File: src/rtl/sonar_pkg.sv
// Shared types and constants for the sonar message path; SONAR_MSG_CHECKSUM_EN appends an XOR checksum char.
// Purely declarative: no latency, no flow control.
package sonar_pkg;

    typedef enum logic [3:0] {
        ST_IDLE    = 4'd0,
        ST_CARREGA = 4'd1,
        ST_ENVIA   = 4'd2,
        ST_ESPERA  = 4'd3,
        ST_PROXIMO = 4'd4,
        ST_FIM     = 4'd5
    } state_t;

    typedef struct packed {
        logic [6:0] c;
        logic [6:0] d;
        logic [6:0] u;
    } ang_t;

    localparam int         IDX_W            = 4;
    localparam logic [6:0] CHAR_INVALID     = 7'h3F;
    localparam logic [2:0] BCD_ASCII_PREFIX = 3'b011;

`ifdef SONAR_MSG_CHECKSUM_EN
    localparam logic [IDX_W-1:0] LAST_IDX = 4'd8;
`else
    localparam logic [IDX_W-1:0] LAST_IDX = 4'd7;
`endif

    function automatic logic [6:0] bcd_to_ascii(input logic [3:0] digit);
        return (digit > 4'd9) ? CHAR_INVALID : {BCD_ASCII_PREFIX, digit};
    endfunction

endpackage

File: src/rtl/sonar_char_sel.sv
// Maps a char index to the ASCII char of the message (BCD digits converted, invalid ones shown as '?').
// Combinational, no backpressure; index 8 yields the XOR checksum when SONAR_MSG_CHECKSUM_EN is set.
module sonar_char_sel
    import sonar_pkg::*;
#(
    parameter logic [6:0] SEP_CHAR = 7'h2C,
    parameter logic [6:0] END_CHAR = 7'h23
) (
    input  logic [IDX_W-1:0] idx,
    input  ang_t             ang,
    input  logic [11:0]      medida,
    output logic [6:0]       char_dat
);

    logic [6:0] chars [0:7];

    always_comb begin
        chars[0] = ang.c;
        chars[1] = ang.d;
        chars[2] = ang.u;
        chars[3] = SEP_CHAR;
        chars[4] = bcd_to_ascii(medida[11:8]);
        chars[5] = bcd_to_ascii(medida[7:4]);
        chars[6] = bcd_to_ascii(medida[3:0]);
        chars[7] = END_CHAR;
    end

`ifdef SONAR_MSG_CHECKSUM_EN
    logic [6:0] checksum;

    always_comb begin
        checksum = '0;
        for (int i = 0; i < 8; i++) begin
            checksum = checksum ^ chars[i];
        end
    end

    always_comb begin
        char_dat = '0;
        if (idx <= 4'd7) begin
            char_dat = chars[idx[2:0]];
        end else if (idx == 4'd8) begin
            char_dat = checksum;
        end
    end
`else
    always_comb begin
        char_dat = '0;
        if (idx <= 4'd7) begin
            char_dat = chars[idx[2:0]];
        end
    end
`endif

endmodule

File: src/rtl/sonar_msg_sequencer.sv
// Serialises a captured angle/distance pair as ASCII chars to a UART-style transmitter; 2 cycles from start or tx_pronto to tx_partida.
// Waits indefinitely in ESPERA for tx_pronto; start requests while busy are dropped. SONAR_MSG_CHECKSUM_EN adds a 9th char.
module sonar_msg_sequencer
    import sonar_pkg::*;
#(
    parameter logic [6:0] SEP_CHAR = 7'h2C,
    parameter logic [6:0] END_CHAR = 7'h23
) (
    input  logic        clock,
    input  logic        reset,
    input  logic        iniciar,
    input  logic [23:0] angulo,
    input  logic [11:0] medida,
    output logic        tx_partida,
    output logic [6:0]  tx_dados,
    input  logic        tx_pronto,
    output logic        ocupado,
    output logic        pronto,
    output logic [3:0]  db_estado
);

    state_t           state_q, state_d;
    logic [IDX_W-1:0] idx_q, idx_d;
    ang_t             ang_q, ang_d;
    logic [11:0]      med_q, med_d;
    logic             tx_partida_q, tx_partida_d;
    logic [6:0]       tx_dados_q, tx_dados_d;
    logic             ocupado_q, ocupado_d;
    logic             pronto_q, pronto_d;
    logic [6:0]       sel_dat;

    // The MSB of each angle byte carries no information.
    logic unused_ang_pad;
    assign unused_ang_pad = angulo[23] ^ angulo[15] ^ angulo[7];

    sonar_char_sel #(
        .SEP_CHAR (SEP_CHAR),
        .END_CHAR (END_CHAR)
    ) u_char_sel (
        .idx      (idx_d),
        .ang      (ang_q),
        .medida   (med_q),
        .char_dat (sel_dat)
    );

    always_comb begin
        state_d = state_q;
        idx_d   = idx_q;
        ang_d   = ang_q;
        med_d   = med_q;
        case (state_q)
            ST_IDLE: begin
                if (iniciar) begin
                    state_d = ST_CARREGA;
                    ang_d   = '{c: angulo[22:16], d: angulo[14:8], u: angulo[6:0]};
                    med_d   = medida;
                end
            end
            ST_CARREGA: begin
                idx_d   = '0;
                state_d = ST_ENVIA;
            end
            ST_ENVIA: begin
                state_d = ST_ESPERA;
            end
            ST_ESPERA: begin
                if (tx_pronto) begin
                    state_d = ST_PROXIMO;
                end
            end
            ST_PROXIMO: begin
                if (idx_q < LAST_IDX) begin
                    idx_d   = idx_q + 4'd1;
                    state_d = ST_ENVIA;
                end else begin
                    state_d = ST_FIM;
                end
            end
            ST_FIM: begin
                state_d = ST_IDLE;
            end
            default: begin
                state_d = ST_IDLE;
            end
        endcase
    end

    // Outputs are registered from the next state so they line up with the state they belong to.
    always_comb begin
        tx_partida_d = (state_d == ST_ENVIA);
        tx_dados_d   = (state_d == ST_ENVIA) ? sel_dat : tx_dados_q;
        ocupado_d    = (state_d != ST_IDLE);
        pronto_d     = (state_d == ST_FIM);
    end

    always_ff @(posedge clock) begin
        if (!reset) begin
            state_q      <= ST_IDLE;
            idx_q        <= '0;
            ang_q        <= '0;
            med_q        <= '0;
            tx_partida_q <= 1'b0;
            tx_dados_q   <= '0;
            ocupado_q    <= 1'b0;
            pronto_q     <= 1'b0;
        end else begin
            state_q      <= state_d;
            idx_q        <= idx_d;
            ang_q        <= ang_d;
            med_q        <= med_d;
            tx_partida_q <= tx_partida_d;
            tx_dados_q   <= tx_dados_d;
            ocupado_q    <= ocupado_d;
            pronto_q     <= pronto_d;
        end
    end

    assign tx_partida = tx_partida_q;
    assign tx_dados   = tx_dados_q;
    assign ocupado    = ocupado_q;
    assign pronto     = pronto_q;
    assign db_estado  = state_q;

endmodule

File: config.mk
export PLATFORM = sky130hd
export DESIGN_NAME = sonar_msg_sequencer
export DESIGN_NICKNAME = d
export VERILOG_FILES = /design/src/rtl/sonar_pkg.sv /design/src/rtl/sonar_char_sel.sv /design/src/rtl/sonar_msg_sequencer.sv
export SDC_FILE = /design/constraint.sdc
export NUM_CORES = 1
export LEC_CHECK = 0
export ABC_AREA = 1
export CELL_PAD_IN_SITES_DETAIL_PLACEMENT = 2
export CELL_PAD_IN_SITES_GLOBAL_PLACEMENT = 2
export CORE_UTILIZATION = 27
export CTS_CLUSTER_SIZE = 24
export DETAILED_ROUTE_END_ITERATION = 8
export GPL_TIMING_DRIVEN = 0
export PLACE_DENSITY = 0.83
export SYNTH_ARGS = -nofsm -noshare
export SYNTH_HDL_FRONTEND = slang
export SYNTH_SLANG_ARGS = --single-unit
File: constraint.sdc
create_clock -name clock -period 2 [get_ports clock]
set_input_delay 0.5 -clock clock [delete_from_list [all_inputs] [get_ports clock]]
set_output_delay 0.5 -clock clock [all_outputs]
set_load 0.005 [all_outputs]
==> results.tsv <==
stage	metric	value	unit
clocking	CTS root buf	clkbuf_8	
finish	commonest non-fill, non-tap cell in the layout	nand2_1	
routing	total number of vias	2405	
critical_path	crit-path leading delay family	simple AND/OR/NAND/NOR gates	
critical_path	CP endpoint kind	flip-flop	
placed_design	port bufs	50	
synthesis	syn nets	370	
power_and_ir_drop	P_sw	0.0005311	W
clocking	Worst-path clk slew	0.10	ns
routing	Initial DRC Count	53	
critical_path	CP Data Required Time	2.19	ns
clocking	Num Clock Sinks	51	
placed_design	post-place setup slack	-0.1232	ns
power_and_ir_drop	sequential share of power	0.552	
timing	slew margin rel.	0.5825	
routing	final WL	7896	µm
timing	period utilization	0.9249	
synthesis	ys async rst share	0	
clocking	number of setup buffers added after CTS	0	
flow_run	Max-Cap Viols	0	
min_path	Cells on Worst Hold Path	2	
clocking	Max H-tree Level	2	
clocking	CTS buffer count	5	
routing	routed length per instance	16.05	µm
critical_path	FF-to-FF setup slack	0.15	ns
synthesis	Syn Area/Cell	7.218	µm²
synthesis	synth top area cells	dfxtp_1 43%, nand2_1 14%, a21oi_1 8.6%	
power_and_ir_drop	Clock power frac	0.314	
critical_path	Reg-to-Reg Start	idx_q[0]$_SDFF_PN0_	
finish	Area Overhead vs Synth	30.77	%
power_and_ir_drop	maximum vdd drop	274.7	µV
finish	final net count	427	
floorplan	Cell Rows	33	
timing	RSZ-0062 raised after global routing	false	
critical_path	Worst Path Max Fanout	9	
clocking	insertion delay to the later sink of the worst-skew pair	0.31	ns
timing	fin crit period	1.850	ns
finish	antenna diode count	0	
global_route	largest net degree at the start of global routing	17	
critical_path	Critical path origin	idx_q[0]$_SDFF_PN0_	
synthesis	sequential fraction of the synthesis area	0.4299	
floorplan	Core Box Area	8382	µm²
routing	DR vias/cell	4.888	
global_route	first-pass GRT wire length	12700	µm
floorplan	Die X	95.79	µm
critical_path	Slowest-stage cell, CP	clkinv_1	
critical_path	most used cell, CP	nand2_2	
floorplan	die area	9175	µm²
global_route	Remaining Overflow, GRT	0	
finish	most frequent cells in the layout	85 x nand2_1, 50 x dfxtp_1, 50 x clkdlybuf4s50_1, 41 x a21oi_1, 39 x nand3_1	
critical_path	WS Path Type	reg2reg	
global_route	initial antenna violation count	0	
critical_path	path depth of the worst reg2reg path	7	
synthesis	flops & latches, synth	51	
critical_path	crit-path max cell delay	0.39	ns
power_and_ir_drop	combinational share of power	0.134	
routing	DR DRC count	0	
critical_path	WP depth	7	
power_and_ir_drop	Internal	0.001429	W
critical_path	Worst setup endpoint	tx_dados[0]$_SDFFE_PN0N_	
routing	TritonRoute pass-1 iters	4	
synthesis	EDFF count, synth	0	
power_and_ir_drop	Switching Share	0.2709	
floorplan	Initial Utilization	0.2833	
clocking	CTS tree	yes	
finish	share of cells above drive strength 1	0.1085	
routing	antenna viol nets, final	0	
synthesis	Warnings, synthesis	0	
timing	max-slew violation count	0	
critical_path	CP Launch Type	flip-flop	
global_route	global-route usage over all layers	0.1857	
synthesis	area share of the largest cell type after synthesis	0.4299	
synthesis	Top FF cell, synth	dfxtp_1	
placed_design	DP HPWL	6033	µm
global_route	vias in the first global route	2560	
floorplan	Chip Height	95.79	µm
synthesis	Netlist cell types	27	
critical_path	cells along the critical path	ha_1 -> nand2_2 -> nand2_2 -> o21ai_0 -> clkinv_1 -> nand2_1 -> a21oi_2	
outcome	status	finished, final reports clean	
timing	final worst slack	0.1502	ns
power_and_ir_drop	cell leakage power	1.207	nW
floorplan	io pins	54	
timing	# setup viols final	0	
critical_path	FF-to-FF End	tx_dados[0]$_SDFFE_PN0N_	
timing	worst-margin pin slew	0.6263	ns
synthesis	dominant cell type by area after synthesis	dfxtp_1	
min_path	Hold Path Class	reg2reg	
critical_path	CP arrival	2.04	ns
placed_design	Final GP Congestion	0.8142	
synthesis	Post-Synthesis Cells	329	
critical_path	CP bufs+invs	1	
finish	fin util	0.3705	
timing	fmax	540.6	MHz
synthesis	mapped cell area	2375	µm²
timing	Final Hold Fails	0	
power_and_ir_drop	power per cell area	631.3	nW/µm²
clocking	deepest clock path buffer count	2	
timing	final setup skew	0.009117	ns
## per-stage QoR
step / power (W) / instances / hold WS [ns] / TNS, ns / cell area, µm²
6_report: 0.001960 / 492 / 0.4699 / 0 / 3105
3_3_place_gp: 0.001358 / 484 / 0.4509 / -0.7627 / 3007
3_5_place_dp: 0.001371 / 484 / 0.4626 / -1.541 / 3007
4_1_cts: 0.001985 / 492 / 0.4777 / 0 / 3094
5_1_grt: 0.002050 / 492 / 0.4991 / 0 / 3105
2_1_floorplan: 0.001227 / 329 / 0.4291 / 0 / 2375
## worst min path at each step
stage | startpoint | to | slack, ns
2_1_floorplan | ang_q[13]$_SDFFE_PN0P_ | ang_q[13]$_SDFFE_PN0P_ | 0.43
3_3_place_gp | ang_q[11]$_SDFFE_PN0P_ | ang_q[11]$_SDFFE_PN0P_ | 0.45
3_5_place_dp | ang_q[16]$_SDFFE_PN0P_ | ang_q[16]$_SDFFE_PN0P_ | 0.46
4_1_cts | ang_q[16]$_SDFFE_PN0P_ | ang_q[16]$_SDFFE_PN0P_ | 0.48
5_1_grt | ang_q[17]$_SDFFE_PN0P_ | ang_q[17]$_SDFFE_PN0P_ | 0.50
6_report | ang_q[20]$_SDFFE_PN0P_ | ang_q[20]$_SDFFE_PN0P_ | 0.47
## flip-flops by register name, indices dropped and copies added, names as in the netlist
name,count
ocupado,1
idx_q,4
ang_q,21
med_q,12
tx_partida,1
tx_dados,7
pronto,1
db_estado,4
## cell usage after synthesis, types with 3 or more instances
master and n:
dfxtp_1 51, clkbuf_1 6, inv_2 4, o21ai_0 21, clkinv_1 3, a21oi_2 7, nand2_1 87, inv_1 28
nand2_2 4, a21oi_1 41, buf_2 3, nand3_1 39, buf_6 3, nor2_1 14
## power by group through the flow
stage / Sequential (W) / Clock [W] / Combinational (W)
2_1_floorplan: 0.00110 / 0 / 0.000126
3_3_place_gp: 0.00110 / 0 / 0.000253
3_5_place_dp: 0.00111 / 0 / 0.000264
4_1_cts: 0.00108 / 0.000634 / 0.000267
5_1_grt: 0.00109 / 0.000671 / 0.000291
6_report: 0.00108 / 0.000616 / 0.000262
## per-layer routing
layer	wire, µm	share of wire	vias up	global-route usage
li1	-	-	1179	-
met1	3523	0.45	1188	0.2239
met2	4095	0.52	33	0.3464
met3	205	0.026	5	0.02607
met4	72	0.0091	0	0.04104
met5	0	0	-	0
## kinds of logic after synthesis
kind of cell | synth area share
other | 0.001579
DFF | 0.4299
and+or+nand+nor | 0.3008
buffers and inverters | 0.09325
AOI/OAI and AO/OA | 0.1691
adders and majority gates | 0.005268
## worst register-to-register path, stage by stage, from the launching register on
cell	delay, ns
dfxtp_4	0.37
ha_1	0.23
nand2_2	0.12
nand2_2	0.09
o21ai_0	0.25
clkinv_1	0.39
nand2_1	0.22
a21oi_2	0.07
## repair_timing
item | CTS | global route
resized for setup | 0 | 5
hold buffers | 0 | 0
endpoints found under the setup margin | 0 | 9
## layout make-up
cell class | instances | area, µm²
flip-flops and latches | 51 | 1025
fillers | 980 | 5276
inverters | 35 | 133.9
well taps | 105 | 131.4
plain buffers | 15 | 90.09
clock inverters | 3 | 18.77
multi-input cells | 228 | 1137
clock buffers | 5 | 68.82
repair buffers | 50 | 500.5
No activity file was read; power rests on OpenSTA's default activity.
